### config.mk
export PLATFORM = sky130hd
export DESIGN_NAME = timer_switch_multi
export DESIGN_NICKNAME = d
export VERILOG_FILES = /design/src/rtl/timer_switch_pkg.sv /design/src/rtl/timer_switch_ch.sv /design/src/rtl/timer_switch_multi.sv
export SDC_FILE = /design/constraint.sdc
export NUM_CORES = 1
export LEC_CHECK = 0
export CORE_ASPECT_RATIO = 1.25
export CORE_UTILIZATION = 55
export DETAILED_ROUTE_END_ITERATION = 7
export GPL_ROUTABILITY_DRIVEN = 0
export PLACE_DENSITY = 0.78
export SKIP_CTS_REPAIR_TIMING = 1
export SYNTH_ARGS = -nofsm -noshare
export SYNTH_HDL_FRONTEND = slang
export SYNTH_SLANG_ARGS = --single-unit
### constraint.sdc
create_clock -name clock_1Hz -period 1.84 [get_ports clock_1Hz]
set_input_delay 0.368 -clock clock_1Hz [delete_from_list [all_inputs] [get_ports clock_1Hz]]
set_output_delay 0.368 -clock clock_1Hz [all_outputs]
set_load 0.1 [all_outputs]
### src/rtl/timer_switch_pkg.sv
// Shared types for the multi-channel timed light switch.
// Holds the per-channel FSM states and the button mode encoding.
package timer_switch_pkg;

  typedef enum logic {
    ST_OFF = 1'b0,
    ST_ON  = 1'b1
  } state_e;

  // 2'b11 is not enumerated; channels treat it as RETRIG.
  typedef enum logic [1:0] {
    MODE_RETRIG  = 2'b00,
    MODE_ONESHOT = 2'b01,
    MODE_TOGGLE  = 2'b10
  } mode_e;

endpackage

### src/rtl/timer_switch_ch.sv
// One light channel: button edge detect, OFF/ON FSM, on-time down-counter, warn window.
// light follows the accepted rise at the same edge; no backpressure, every rise is acted on.
module timer_switch_ch
  import timer_switch_pkg::*;
#(
  parameter int ON_CYCLES   = 20,
  parameter int WARN_CYCLES = 3,
  parameter int CW          = $clog2(ON_CYCLES + 1)
) (
  input  logic       clock_1Hz,
  input  logic       reset_n,
  input  logic       btn,
  input  logic [1:0] mode,
  input  logic       all_off,
  output logic       light,
  output logic       warn
);

  localparam logic [CW-1:0] ON_LOAD  = CW'(ON_CYCLES);
  localparam logic [CW-1:0] WARN_LIM = CW'(WARN_CYCLES);
  localparam logic [CW-1:0] CNT_ONE  = CW'(1);

  state_e        state;
  logic [CW-1:0] cnt;
  logic          btn_prev;
  logic          armed;
  logic          rise;
  logic          is_toggle;
  logic          is_oneshot;
  logic          load;
  logic          tog_off;

  // armed stays low until the button has been seen released after reset,
  // so a button held through reset release never counts as a press.
  assign rise       = btn && !btn_prev && armed;
  assign is_toggle  = (mode == MODE_TOGGLE);
  assign is_oneshot = (mode == MODE_ONESHOT);
  assign load       = !all_off && rise && ((state == ST_OFF) || (!is_toggle && !is_oneshot));
  assign tog_off    = !all_off && rise && (state == ST_ON) && is_toggle;

  always_ff @(posedge clock_1Hz or negedge reset_n) begin
    if (!reset_n) begin
      state    <= ST_OFF;
      cnt      <= '0;
      btn_prev <= 1'b0;
      armed    <= 1'b0;
    end else begin
      btn_prev <= btn;
      armed    <= armed | ~btn;
      if (all_off || tog_off) begin
        state <= ST_OFF;
        cnt   <= '0;
      end else if (load) begin
        state <= ST_ON;
        cnt   <= ON_LOAD;
      end else if (state == ST_ON) begin
        if (cnt == CNT_ONE) begin
          state <= ST_OFF;
          cnt   <= '0;
        end else begin
          cnt <= cnt - CNT_ONE;
        end
      end
    end
  end

  // cnt counts the remaining on-cycles including the current one.
  assign light = (state == ST_ON);
  assign warn  = (WARN_CYCLES != 0) && light && (cnt <= WARN_LIM);

  a_fall_cause: assert property (@(posedge clock_1Hz) disable iff (!reset_n)
    $fell(light) |-> ($past(load, ON_CYCLES + 1) || $past(all_off) || $past(tog_off)));

  a_warn_light: assert property (@(posedge clock_1Hz) disable iff (!reset_n)
    warn |-> light);

endmodule

### src/rtl/timer_switch_multi.sv
// N_CH independent timed light channels plus a registered any-channel-on flag.
// light/warn change at the button edge, any_on one cycle later; no backpressure.
module timer_switch_multi
  import timer_switch_pkg::*;
#(
  parameter int N_CH        = 4,
  parameter int ON_CYCLES   = 20,
  parameter int WARN_CYCLES = 3
) (
  input  logic              clock_1Hz,
  input  logic              reset_n,
  input  logic [N_CH-1:0]   btn,
  input  logic [2*N_CH-1:0] mode,
  input  logic              all_off,
  output logic [N_CH-1:0]   light,
  output logic [N_CH-1:0]   warn,
  output logic              any_on
);

  localparam int CW = $clog2(ON_CYCLES + 1);

  if (N_CH < 1 || N_CH > 16) begin : g_bad_n_ch
    $error("timer_switch_multi: N_CH=%0d outside 1..16", N_CH);
  end
  if (ON_CYCLES < 2 || ON_CYCLES > 65535) begin : g_bad_on
    $error("timer_switch_multi: ON_CYCLES=%0d outside 2..65535", ON_CYCLES);
  end
  if (WARN_CYCLES < 0 || WARN_CYCLES > ON_CYCLES - 1) begin : g_bad_warn
    $error("timer_switch_multi: WARN_CYCLES=%0d outside 0..ON_CYCLES-1", WARN_CYCLES);
  end

  for (genvar i = 0; i < N_CH; i++) begin : g_ch
    timer_switch_ch #(
      .ON_CYCLES   (ON_CYCLES),
      .WARN_CYCLES (WARN_CYCLES),
      .CW          (CW)
    ) u_ch (
      .clock_1Hz (clock_1Hz),
      .reset_n   (reset_n),
      .btn       (btn[i]),
      .mode      (mode[2*i +: 2]),
      .all_off   (all_off),
      .light     (light[i]),
      .warn      (warn[i])
    );
  end

  always_ff @(posedge clock_1Hz or negedge reset_n) begin
    if (!reset_n) begin
      any_on <= 1'b0;
    end else begin
      any_on <= |light;
    end
  end

endmodule
### Word level (Yosys, flattened, before mapping)

Cells that the tools add are included.

| cells by class | value |
|---|---|
| reductions and logical operators | 58 |
| $add $sub $neg | 4 |
| multiplexer cells | 32 |
| magnitude comparators | 4 |
| bitwise operators | 12 |
| eq/ne operators | 12 |

Operators by type and width:

| kind | count |
|---|---|
| 2-to-1 mux 5 bit | 16 |
| logical AND 1 bit | 32 |
| == test 5 x 1 -> 1 bit (second input constant) | 4 |
| less-or-equal comparator 5 x 2 -> 1 bit (second input constant) | 4 |
| subtractor 5 x 1 -> 5 bit (second input constant) | 4 |
| 2-to-1 mux 1 bit | 16 |
| logical NOT 1 bit | 13 |
| nonzero test 3 bit | 4 |
| == test 2 x 1 -> 1 bit (second input constant) | 4 |
| == test 2 bit (second input constant) | 4 |
| logical OR 1 bit | 8 |
| inverter 1 bit | 8 |
| OR 1 bit | 4 |
| OR reduction 4 bit | 1 |

| storage, ports and cells | value |
|---|---|
| output and inout bits | 9 |
| word-level logic and storage cells | 139 |
| register bits after elaboration | 33 |
| input port bits | 15 |

### Depth between registers and ports, before layout

| logic depth | value |
|---|---|
| depth in word-level cells | 8 |
| mapped depth | 5 |
| depth with buffers taken out | 5 |

### By module

Synthesis repeated with hierarchy kept, for this count alone.

| unflattened totals | value |
|---|---|
| cell total of the unflattened synthesis | 214 |
| area total of the unflattened synthesis | 2,059.5 sq um |

By module, submodules not included:

| module | instances | cells an instance | area an instance (sq um) | seq. area each (sq um) |
|---|---|---|---|---|
| timer_switch_ch | 4 | 53 | 506.7 | 200.2 |
| timer_switch_multi | 1 | 2 | 32.5 | 25.0 |

### Worst setup path before layout

OpenSTA, ideal clock, no wires.

| timing path | value |
|---|---|
| kind | register to register |
| from | reg g_ch[3].u_ch.cnt[1] |
| to | reg g_ch[3].u_ch.cnt[3] |
| setup time | 0.137 ns |
| data arrival time | 1.508 ns |
| required time | 1.703 ns |
| clock period less this slack | 1.645 ns |
| stages on the path, launching flop included | 6 |
| path slack | 0.195 ns |
| cell sequence | dfrtp_1 -> inv_1 -> ha_1 -> or4b_2 -> a32oi_1 -> nor3_1 |

| between the ends | value |
|---|---|
| word-level cells in the longest chain between the ends | 5 |
| elaborated cells between the ends (all ways) | 6 |

Ends and longest elaborated chain:

| element | line | RTL |
|---|---|---|
| from (decl) | timer_switch_ch.sv:24 | `logic [CW-1:0] cnt;` |
| from (signal assigned) | timer_switch_ch.sv:61 | `cnt <= cnt - CNT_ONE;` |
| subtractor 5 x 1 -> 5 bit or == test 5 x 1 -> 1 bit (tied branches) | timer_switch_ch.sv:61, timer_switch_ch.sv:57 |  |
| 2-to-1 mux 5 bit * | timer_switch_ch.sv:57 | `if (cnt == CNT_ONE) begin` |
| 2-to-1 mux 5 bit * | timer_switch_ch.sv:56 | `end else if (state == ST_ON) begin` |
| 2-to-1 mux 5 bit * | timer_switch_ch.sv:53 | `end else if (load) begin` |
| 2-to-1 mux 5 bit * | timer_switch_ch.sv:50 | `if (all_off \|\| tog_off) begin` |

Mark *: on every way between the ends. The rest lies on a longest branch, timed or not. The select of a mux whose other input is x is not followed.
A chain may end at the register's enable or synchronous reset.

### Worst setup path in the final report

| timing path | value |
|---|---|
| from | reg g_ch[3].u_ch.cnt[1] |
| to | out warn[3] |

| between the ends | value |
|---|---|
| word-level cells in the longest chain between the ends | 2 |

Ends and longest elaborated chain:

| element | line | RTL |
|---|---|---|
| less-or-equal comparator 5 x 2 -> 1 bit | timer_switch_ch.sv:69 | `assign warn = (WARN_CYCLES != 0) && light && (cnt <= WARN_LIM);` |
| logical AND 1 bit | timer_switch_ch.sv:69 |  |
| to (decl) | timer_switch_multi.sv:16 | `output logic [N_CH-1:0] warn,` |

No other way between the ends.

==> results.ini <==
[setup_path]
worstPathCellList=buf_6 > ha_4 > o311a_4 > buf_12
critPathMaxFanout=2
cp_slowest_stage_delay_ns=0.38
crit_required_ns=1.47
endpoint_kind=output pin
cp_slowest_cell=dfrtp_1
critical_path_class=register to output pin
arrival_ns=1.47
start_kind=register

[route]
route.vias.total=1619
drc_errors=0
top_layer=met4
wl_per_cell_um=15.7
wl_met2_um=2210
viasPerCell=6.13
drt-met1-wl_um=1690
drt_iter0_drc=49
postRouteAntennaNets=0
firstDrtPassIters=4
routed_wl_um=4160
met3_length_um=196

[synth]
yosys_warnings=0
ys_types=33
syn_area_um2=1940
ys_ff_latch=33
syn_avg_cell_area_um2=10.0
yosysSeqAreaShare=0.426
synth_top_area_share=0.426
synth_top_flop_cell=dfrtp_1
synth.largest_area_cell=dfrtp_1
synth_nets=224
synthCells=193
synthArstFlopShare=1.00
yosys-top-cells-area=dfrtp_1 43%, ha_1 10%, nand2b_1 3.5%
synth-edff-count=0

[global_routing]
grt_max_degree=34
track_usage=0.238
grt_pass1_vias=1511
antenna_found_initial=0
grt_overflow=0
grt_pass1_wl_um=6270

[finish]
antenna_cells_inserted=0
nFillCells=225
final_layout_size_suffix_gt1_frac=0.216
areaGrowthSynthToFinish_pct=28.3
fin_cells=264
final_nets=258

[floorplan]
initial_core_util=0.591
boundaryPins=24
die-area_um2=3770
rows=23
die_y_um=68.4
coreArea_um2=3280
chipWidth_um=55.1

[sta]
fin_crit_ns=1.84
drv_slew=0
fin_skew_ns=0.00151
rsz0062_at_grt=yes
hold_viol_final=0
final.period_utilization=1.00
slew_headroom=0.718
worst_pin_slew_ns=0.417
setup_viol=0
tns_ns=0
fmax_mhz=544

[cts]
cts_tree=done
clock-sinks=33
clock_latency_ns=0.29
clk_pin_slew_worst_paths_ns=0.06
numCtsBuffers=5
clk_path_buf_depth=2
cts_root_buf=clkbuf_8
htreeDepth=2

[power]
powerDensity_nw_per_um2=734
power_mw=1.83
ir_drop_uv=586
p_leak_nw=1.02

[placed_design]
portBuffers=23
place_inst=252
hpwl_um=2980

[hold_path]
hold_class=register to register

[status]
status=finished clean

[flow_run]
maxCapViolCount=0

[power by group]
group	switching [mW]	leakage [nW]	internal, mW
clock	0.252	0.0443	0.296
combinational	0.251	0.562	0.197
sequential	0.0592	0.417	0.769
[cell type report]
class	count	area [um^2]	share of cell area
multi-input cells	129	1010	0.405
clock buffers	7	86.3	0.0347
flip-flops and latches	33	828	0.333
repair buffers	40	452	0.182
well taps	37	46.3	0.0186
inverters	18	67.6	0.0272
[path summary, 6_finish.rpt]
| kind | startpoint | end | slack (ns) | cells past startpoint |
|---|---|---|---|---|
| min | g_ch[3].u_ch.armed | g_ch[3].u_ch.armed | 0.47 | 1 |
| max reg2reg | g_ch[3].u_ch.cnt[1] | g_ch[3].u_ch.cnt[3] | 0.03 | 5 |
| min in group asynchronous | reset_n | g_ch[0].u_ch.cnt[2] | 0.48 | 2 |
| max | g_ch[3].u_ch.cnt[1] | warn[3] | 0.0003 | 4 |
| max in group asynchronous | reset_n | g_ch[1].u_ch.cnt[0] | 1.03 | 2 |
| min reg2reg | g_ch[3].u_ch.armed | g_ch[3].u_ch.armed | 0.47 | 1 |
[layout by cell type (no fill, tap or decap), types with 7 or more instances in the layout]
cell | Yosys | layout
dfrtp_1 | 33 | 31
buf_12 | 0 | 9
nand2_1 | 15 | 15
clkdlybuf4s50_1 | 0 | 14
inv_1 | 18 | 18
ha_1 | 16 | 14
nand2b_1 | 11 | 11
a31oi_1 | 8 | 8
a211oi_1 | 7 | 7
buf_4 | 8 | 16
nor2_1 | 7 | 7
[Yosys cell counts (6+ instances only)]
cell and instances:
a211oi_1 7, a21oi_1 6, a31oi_1 8, buf_4 8, dfrtp_1 33, ha_1 16, inv_1 18, nand2_1 15
nand2b_1 11, nor2_1 7, o31ai_1 6, or4b_2 6
[worst max-delay path: cells and delay by family, from the launching register on]
family                     cells  cell delay, ns
adders and majority gates      1            0.15
AOI/OAI and AO/OA              1            0.35
buffers and inverters          2            0.30
DFF                            1            0.38
[sequential cells by signal, indices dropped and copies added, names as in the netlist]
| name | flops |
|---|---|
| g_ch.u_ch.light | 4 |
| g_ch.u_ch.armed | 4 |
| g_ch.u_ch.btn_prev | 4 |
| g_ch.u_ch.cnt | 20 |
| any_on | 1 |
[cells by family after synthesis]
logic type	synth area share
buffers and inverters	0.0755
adder cells (fa/ha/maj)	0.103
AND/OR/NAND/NOR	0.194
AO/OA/AOI/OAI	0.201
flip-flops	0.426
[per-layer routing]
metal,GRT usage,vias to the layer above
met2,0.410,42
met4,0.103,0
met1,0.253,794
met3,0.0867,8
met5,0,-
li1,-,775
[stage by stage]
step / area (um^2) / utilization / hold WS, ns / setup slack, ns
floorplan: 1940 / - / 0.0724 / 0.195
global placement: 2320 / 0.706 / 0.450 / 0.0189
detailed placement: 2320 / 0.706 / 0.453 / -0.0380
CTS: 2400 / 0.733 / 0.471 / -0.0653
global route: 2490 / 0.758 / 0.487 / -0.0362
finish: 2490 / 0.758 / 0.467 / 0.000347
(Power assumes the default switching activity.)
